==> src/rtl/i2c_slave_rx.sv <==
// Write-only I2C target receiver: oversamples SCL/SDA, detects START/STOP,
// matches a 7-bit address, ACKs every byte and emits received bytes as pulses.
module i2c_slave_rx #(
    parameter logic [6:0] SLAVE_ADDR  = 7'h50,
    parameter int         SYNC_STAGES = 2
) (
    input  logic       clk,
    input  logic       rst_n,
    input  logic       scl_in,
    input  logic       sda_in,
    output logic       sda_oe,
    output logic [7:0] rx_data,
    output logic       rx_valid,
    output logic       addr_match,
    output logic       busy,
    output logic       stop_det
);

    typedef enum logic [2:0] {
        IDLE,
        ADDR,
        ADDR_ACK,
        DATA,
        DATA_ACK,
        IGNORE
    } state_t;

    state_t                 state;
    logic [SYNC_STAGES-1:0] scl_sync;
    logic [SYNC_STAGES-1:0] sda_sync;
    logic                   scl_d;
    logic                   sda_d;
    logic [3:0]             bit_cnt;
    logic [7:0]             shift;

    logic scl_s, sda_s;
    logic scl_rise, scl_fall, start_ev, stop_ev;

    assign scl_s    = scl_sync[SYNC_STAGES-1];
    assign sda_s    = sda_sync[SYNC_STAGES-1];
    assign scl_rise = scl_s & ~scl_d;
    assign scl_fall = ~scl_s & scl_d;
    // SCL must be high in both samples so an SCL edge coinciding with an
    // SDA edge is never mistaken for a bus condition.
    assign start_ev = scl_s & scl_d & sda_d & ~sda_s;
    assign stop_ev  = scl_s & scl_d & ~sda_d & sda_s;

    // Input synchronizers plus one delayed copy for edge detection; reset to idle-bus level.
    always_ff @(posedge clk) begin
        if (!rst_n) begin
            scl_sync <= '1;
            sda_sync <= '1;
            scl_d    <= 1'b1;
            sda_d    <= 1'b1;
        end else begin
            scl_sync <= {scl_sync[SYNC_STAGES-2:0], scl_in};
            sda_sync <= {sda_sync[SYNC_STAGES-2:0], sda_in};
            scl_d    <= scl_s;
            sda_d    <= sda_s;
        end
    end

    // Protocol FSM; bus conditions override bit-level activity in the same cycle.
    always_ff @(posedge clk) begin
        if (!rst_n) begin
            state      <= IDLE;
            bit_cnt    <= 4'd0;
            shift      <= 8'h00;
            sda_oe     <= 1'b0;
            rx_data    <= 8'h00;
            rx_valid   <= 1'b0;
            addr_match <= 1'b0;
            busy       <= 1'b0;
            stop_det   <= 1'b0;
        end else begin
            rx_valid <= 1'b0;
            stop_det <= 1'b0;
            if (stop_ev) begin
                state      <= IDLE;
                bit_cnt    <= 4'd0;
                sda_oe     <= 1'b0;
                addr_match <= 1'b0;
                busy       <= 1'b0;
                stop_det   <= 1'b1;
            end else if (start_ev) begin
                state      <= ADDR;
                bit_cnt    <= 4'd0;
                sda_oe     <= 1'b0;
                addr_match <= 1'b0;
                busy       <= 1'b1;
            end else begin
                case (state)
                    ADDR: begin
                        if (scl_rise && bit_cnt < 4'd8) begin
                            shift   <= {shift[6:0], sda_s};
                            bit_cnt <= bit_cnt + 4'd1;
                        end else if (scl_fall && bit_cnt == 4'd8) begin
                            bit_cnt <= 4'd0;
                            // Only a write to our address is ACKed; reads are NACKed.
                            if (shift[7:1] == SLAVE_ADDR && !shift[0]) begin
                                sda_oe     <= 1'b1;
                                addr_match <= 1'b1;
                                state      <= ADDR_ACK;
                            end else begin
                                state <= IGNORE;
                            end
                        end
                    end
                    ADDR_ACK, DATA_ACK: begin
                        if (scl_fall) begin
                            sda_oe  <= 1'b0;
                            bit_cnt <= 4'd0;
                            state   <= DATA;
                        end
                    end
                    DATA: begin
                        if (scl_rise && bit_cnt < 4'd8) begin
                            shift   <= {shift[6:0], sda_s};
                            bit_cnt <= bit_cnt + 4'd1;
                        end else if (scl_fall && bit_cnt == 4'd8) begin
                            rx_data  <= shift;
                            rx_valid <= 1'b1;
                            sda_oe   <= 1'b1;
                            bit_cnt  <= 4'd0;
                            state    <= DATA_ACK;
                        end
                    end
                    default: ;  // IDLE and IGNORE only react to START/STOP
                endcase
            end
        end
    end

endmodule

==> config.mk <==
export PLATFORM = sky130hd
export DESIGN_NAME = i2c_slave_rx
export DESIGN_NICKNAME = d
export VERILOG_FILES = /design/src/rtl/i2c_slave_rx.sv
export SDC_FILE = /design/constraint.sdc
export NUM_CORES = 1
export LEC_CHECK = 0
export ABC_AREA = 1
export CAP_MARGIN = 20
export CORE_ASPECT_RATIO = 2
export CORE_MARGIN = 3
export CORE_UTILIZATION = 36
export DETAILED_ROUTE_END_ITERATION = 8
export SYNTH_ARGS = -nofsm -noshare
export SYNTH_HDL_FRONTEND = slang
export SYNTH_SLANG_ARGS = --single-unit
export TNS_END_PERCENT = 20
==> constraint.sdc <==
create_clock -name clk -period 1.25 [get_ports clk]
set_input_delay 0.25 -clock clk [delete_from_list [all_inputs] [get_ports clk]]
set_output_delay 0.25 -clock clk [all_outputs]
set_load 0.005 [all_outputs]
### After elaboration in Yosys (flattened, before gate mapping)

Index checks and enable logic that the tools add are counted.

| word-level totals | value |
|---|---|
| bits in registers | 34 |
| output and inout bits | 13 |

| cells by class | value |
|---|---|
| magnitude comparators | 1 |
| equality and inequality tests | 18 |
| bitwise operators | 16 |
| multiplexer cells | 21 |
| reduce and logical (&&, ||, !) cells | 19 |
| $add $sub $neg | 1 |

Operators by type and width:

| operator | count |
|---|---|
| 2-to-1 mux 3 bit | 6 |
| inequality test 3 bit, second input constant | 5 |
| 2-to-1 mux 4 bit | 3 |
| inequality test 2 bit, second input constant | 6 |
| AND reduction 6 bit | 2 |
| 2-to-1 mux 1 bit | 9 |
| inverter 1 bit | 9 |
| one-hot mux 3 bit (3 select lines) | 1 |
| one-hot mux 4 bit (2 select lines) | 1 |
| AND reduction 4 bit | 2 |
| AND 1 bit | 7 |
| == test 7 bit, second input constant | 1 |
| AND reduction 7 bit | 1 |
| == test 3 x 2 -> 1 bit, second input constant | 2 |
| OR reduction 2 bit | 3 |
| AND reduction 5 bit | 1 |
| OR reduction 5 bit | 1 |
| adder 4 x 1 -> 4 bit, second input constant | 1 |
| == test 4 bit, second input constant | 1 |
| less-than comparator 4 bit, second input constant | 1 |
| nonzero test 4 bit | 1 |
| == test 3 x 1 -> 1 bit, second input constant | 1 |
| == test 3 bit, second input constant | 1 |
| logical AND 1 bit | 3 |
| other kinds (7) | 7 |

### Depth between registers and ports, before layout

| depth | value |
|---|---|
| depth in word-level cells | 7 |
| gate-level depth with buffers | 12 |

### Worst setup path before layout

Ideal clock, no wire load.

| timing | value |
|---|---|
| kind | register to register |
| start point | register bit_cnt[0] |
| end point | register state[0] |
| arrival | 1.174 ns |
| path buffers | 0 |
| stages on the path, launching flop included | 13 |
| setup slack | -0.033 ns |
| cells stage by stage | dfxtp_1 -> inv_1 -> ha_1 -> nand2_1 -> inv_1 -> nand2_1 -> nand2_2 -> nand2_4 -> nor2_8 -> nand2_1 -> nand3_1 -> nand2_1 -> inv_1 |

| on the way | value |
|---|---|
| longest elaborated chain between the ends | 4 |

Ends and longest elaborated chain:

| item | RTL line | source |
|---|---|---|
| from (decl) | 33 | `logic [3:0] bit_cnt;` |
| from (signal assigned) | 96 | `bit_cnt <= bit_cnt + 4'd1;` |
| from (signal assigned) | 119 | `bit_cnt <= bit_cnt + 4'd1;` |
| less-than comparator 4 bit or == test 4 bit (tied branches) | -- |  |
| logical AND 1 bit, on equally long branches | -- |  |
| inequality test 3 bit (no line) | -- |  |
| AND reduction 6 bit (no line) * | -- |  |
| to (signal assigned) | 103 | `state <= ADDR_ACK;` |
| to (signal assigned) | 105 | `state <= IGNORE;` |
| to (signal assigned) | 125 | `state <= DATA_ACK;` |
| to (decl) | 28 | `state_t state;` |

Mark *: on every way between the ends. The rest lies on a longest branch, timed or not.
A chain may end at the register's enable or synchronous reset.

### Final worst setup path

| timing | value |
|---|---|
| start point | register scl_d |
| end point | register state[0] |

| on the way | value |
|---|---|
| longest elaborated chain between the ends | 5 |

Ends and longest elaborated chain:

| item | RTL line | source |
|---|---|---|
| from (decl) | 31 | `logic scl_d;` |
| from (signal assigned) | 58 | `scl_d <= scl_s;` |
| AND 1 bit or inverter 1 bit (tied branches) | 45, 46, 41 |  |
| AND 1 bit, on equally long branches | 45, 41 |  |
| AND 1 bit or logical AND 1 bit (tied branches) | 45, 94, 117 |  |
| inequality test 3 bit (no line) or nonzero test 4 bit (tied branches) | -- |  |
| AND reduction 6 bit (no line) | -- |  |
| to (signal assigned) | 66 | `state <= IDLE;` |
| to (signal assigned) | 79 | `state <= IDLE;` |
| to (signal assigned) | 86 | `state <= ADDR;` |

Parallel ways exist; a longest one is shown, timed or not.

==> out/metrics.csv <==
metric,value,unit
outcome,finished with violations,
violations,setup timing,
reg2reg_from,scl_d$_SDFF_PN1_,
drc,0,
core,3680,sq um
cts_max_level,2,
gp_congestion,0.830,
dr.pass1.iters,4,
pwr_density_cell,1600,nW/um^2
ant_nets,0,
cts.sinks,34,
required,1.43,ns
grt_max_degree,19,
worstSetupStartpoint,scl_d$_SDFF_PN1_,
relSlewSlack,83.2,%
setup.worst_path.end_class,register,
p_clk_share,26.6,%
clk_pin_slew,0.07,ns
initial_utilization,38.4,%
cts_buffer_depth,2,
antenna_found_initial,0,
p_leak,0.924,nW
netSwitchingFraction,33.9,%
multi_input_area,711,sq um
avgSynthCellArea,8.17,sq um
fin_crit,1.32,ns
cp_data_arrival_time,1.51,ns
slowest_delay,0.34,ns
fillers,357,
final_common_cell,nor2_1,
post_drt_wl_per_cell,12.2,um
critPathKind,register to register,
wl,3.24,mm
timing.fmax,756,MHz
critPathLaunchType,register,
cts_hold_buf,0,
crit_chain,"buf_4, nor3_4, nand2_4, nand2_4, nor2_8, nand2_1, nand3_1, nand2_1, inv_1",
regToRegSetupSlack,-0.07,ns
slew_viol_final,0,
die_w,50.3,um
cts_tree,yes,
rsz0062_at_grt,yes,
slowest_stage,dfxtp_2,
path_max_fanout,6,
final_cell_mix,"29 x nor2_1, 27 x dfxtp_1, 21 x buf_4, 18 x nand2_1, 13 x dlygate4sd2_1",
fin_ws,-0.0722,ns
ys_seq_area_share,48.1,%
die-height,94.6,um
grt.total_usage,14.5,%
crit_family,simple AND/OR/NAND/NOR gates,
gr-total-overflow,0,
drv_cap,0,
die_area,4760,sq um
clock_latency,0.28,ns
grt_pass1_vias,1251,
synth_cell_types,26,
io_buffers,16,
grt_pass1_wl,5.28,mm
drt_iter0_markers,13,
synth-seq-cells,34,
post-route-period-util,106,%
post-place-ws,-0.0763,ns
rows,31,
fin_setup_tns,-0.648,ns
netSwitchingPower,1.06,mW
netlist_area,1410,sq um
pwr-share-comb,33.3,%
fin_nets,221,
yosysWarnings,0,
power_frac_seq,40.1,%
syn-num-nets,179,
synthCells,173,
critical_path_depth,9,
viasPerCell,4.65,
hold_viol_final,0,
ios,17,
num_antenna_cells,0,
placed_cells,255,
syn_to_final_growth,38.2,%
p_int,2.06,mW
rr_endpoint,state[0]$_SDFFE_PP0P_,
ir_drop,0.000937,V
finalClockSkew,0.00264,ns
fin_cells,265,
worst_pin_slew,0.251,ns
cts_buffers,5,
endpoint,state[0]$_SDFFE_PP0P_,
ff_latch_area,692,sq um
vias,1232,
cts_root_buffer,clkbuf_8,
hpwl,2.39,mm
drive_gt1_share,34.7,%
worst-r2r-cell-count,9,
power,3.12,mW
setup_violations,24,
cp_num_buf_inv,2,
hp-class,register to register,
timing repair:
item                                    in CTS  in global routing
resized for setup                           22                 25
gates cloned                                 0                  1
setup buffers                                0                  1
endpoints found under the setup margin      37                 26
pin swaps                                    3                  4
per-stage QoR:
stage	instance area, sq um	utilization (%)	hold WS (ns)
final	1950	53.0	0.415
after global routing	1950	53.0	0.427
after CTS	1880	50.9	0.420
after detailed placement	1800	48.8	0.403
after global placement	1800	48.8	0.398
after floorplan	1430	-	0.357
cell families (layout without fill, tap and decap cells):
group                      count (synthesis)  in the layout  synth area share (%)
AOI/OAI and AO/OA                         33             33                  12.0
buffers and inverters                     21             64                  6.37
DFF                                       34             34                  48.1
xor gates and xnor gates                   1              1                 0.620
and+or+nand+nor                           82             82                  31.1
adders and majority gates                  2              2                  1.77
cells in the mapped netlist:
cell type	count	area, sq um
nand3_2	6	60.1
a21boi_0	1	7.51
nor4_1	1	6.26
inv_2	3	11.3
nand2_1	21	78.8
or2_2	5	31.3
nor3_4	1	16.3
nor2_1	32	120
buf_4	1	7.51
dfxtp_1	34	681
nand2_2	1	6.26
buf_6	1	11.3
o21ai_1	4	20.0
nor3_1	2	10.0
o21ai_0	15	75.1
nor2_8	1	20.0
clkbuf_1	2	7.51
a21oi_1	12	60.1
ha_1	2	25.0
inv_1	14	52.6
nand4_1	3	18.8
o21a_1	1	7.51
xor2_1	1	8.76
nand2_4	4	45.0
or2_1	1	6.26
nand3_1	4	20.0
power by group through the flow:
stage	Combinational (mW)	Sequential (mW)	Clock (mW)
after floorplan	0.730	1.24	0
after global placement	0.992	1.25	0
after detailed placement	1.01	1.25	0
after CTS	1.01	1.23	0.856
after global routing	1.16	1.26	0.896
final	1.04	1.25	0.828
worst min path at each step:
stage	from	end	slack, ns	depth (start not counted)
final	sda_sync[0]$_SDFF_PN1_	sda_sync[1]$_SDFF_PN1_	0.42	1
after global routing	sda_sync[0]$_SDFF_PN1_	sda_sync[1]$_SDFF_PN1_	0.43	1
after CTS	sda_sync[0]$_SDFF_PN1_	sda_sync[1]$_SDFF_PN1_	0.42	1
after detailed placement	sda_sync[0]$_SDFF_PN1_	sda_sync[1]$_SDFF_PN1_	0.40	1
after global placement	scl_sync[0]$_SDFF_PN1_	scl_sync[1]$_SDFF_PN1_	0.40	1
after floorplan	scl_in	scl_sync[0]$_SDFF_PN1_	0.36	1
sequential cells by signal, indices dropped and copies added, names as in the netlist, 2 cells and up:
register,count
scl_sync,2
state,3
bit_cnt,4
sda_sync,2
rx_data,8
shift,8
layer usage:
metal	share of wire (%)	routed length (um)	global-route usage, %
met5	0	0	0
met4	1.7	56	8.09
met3	2.2	70	3.48
met2	59	1920	27.2
met1	37	1190	13.9
area by class of cell:
cell class / count / area share [%]
multi-input combinational: 118 / 36.4
sequential: 34 / 35.4
timing repair buffer: 39 / 17.0
clock buffer: 7 / 4.42
inverter: 17 / 3.39
tap: 49 / 3.14
clock inverter: 1 / 0.256
Note: power is estimated with default switching activity, not from simulation.
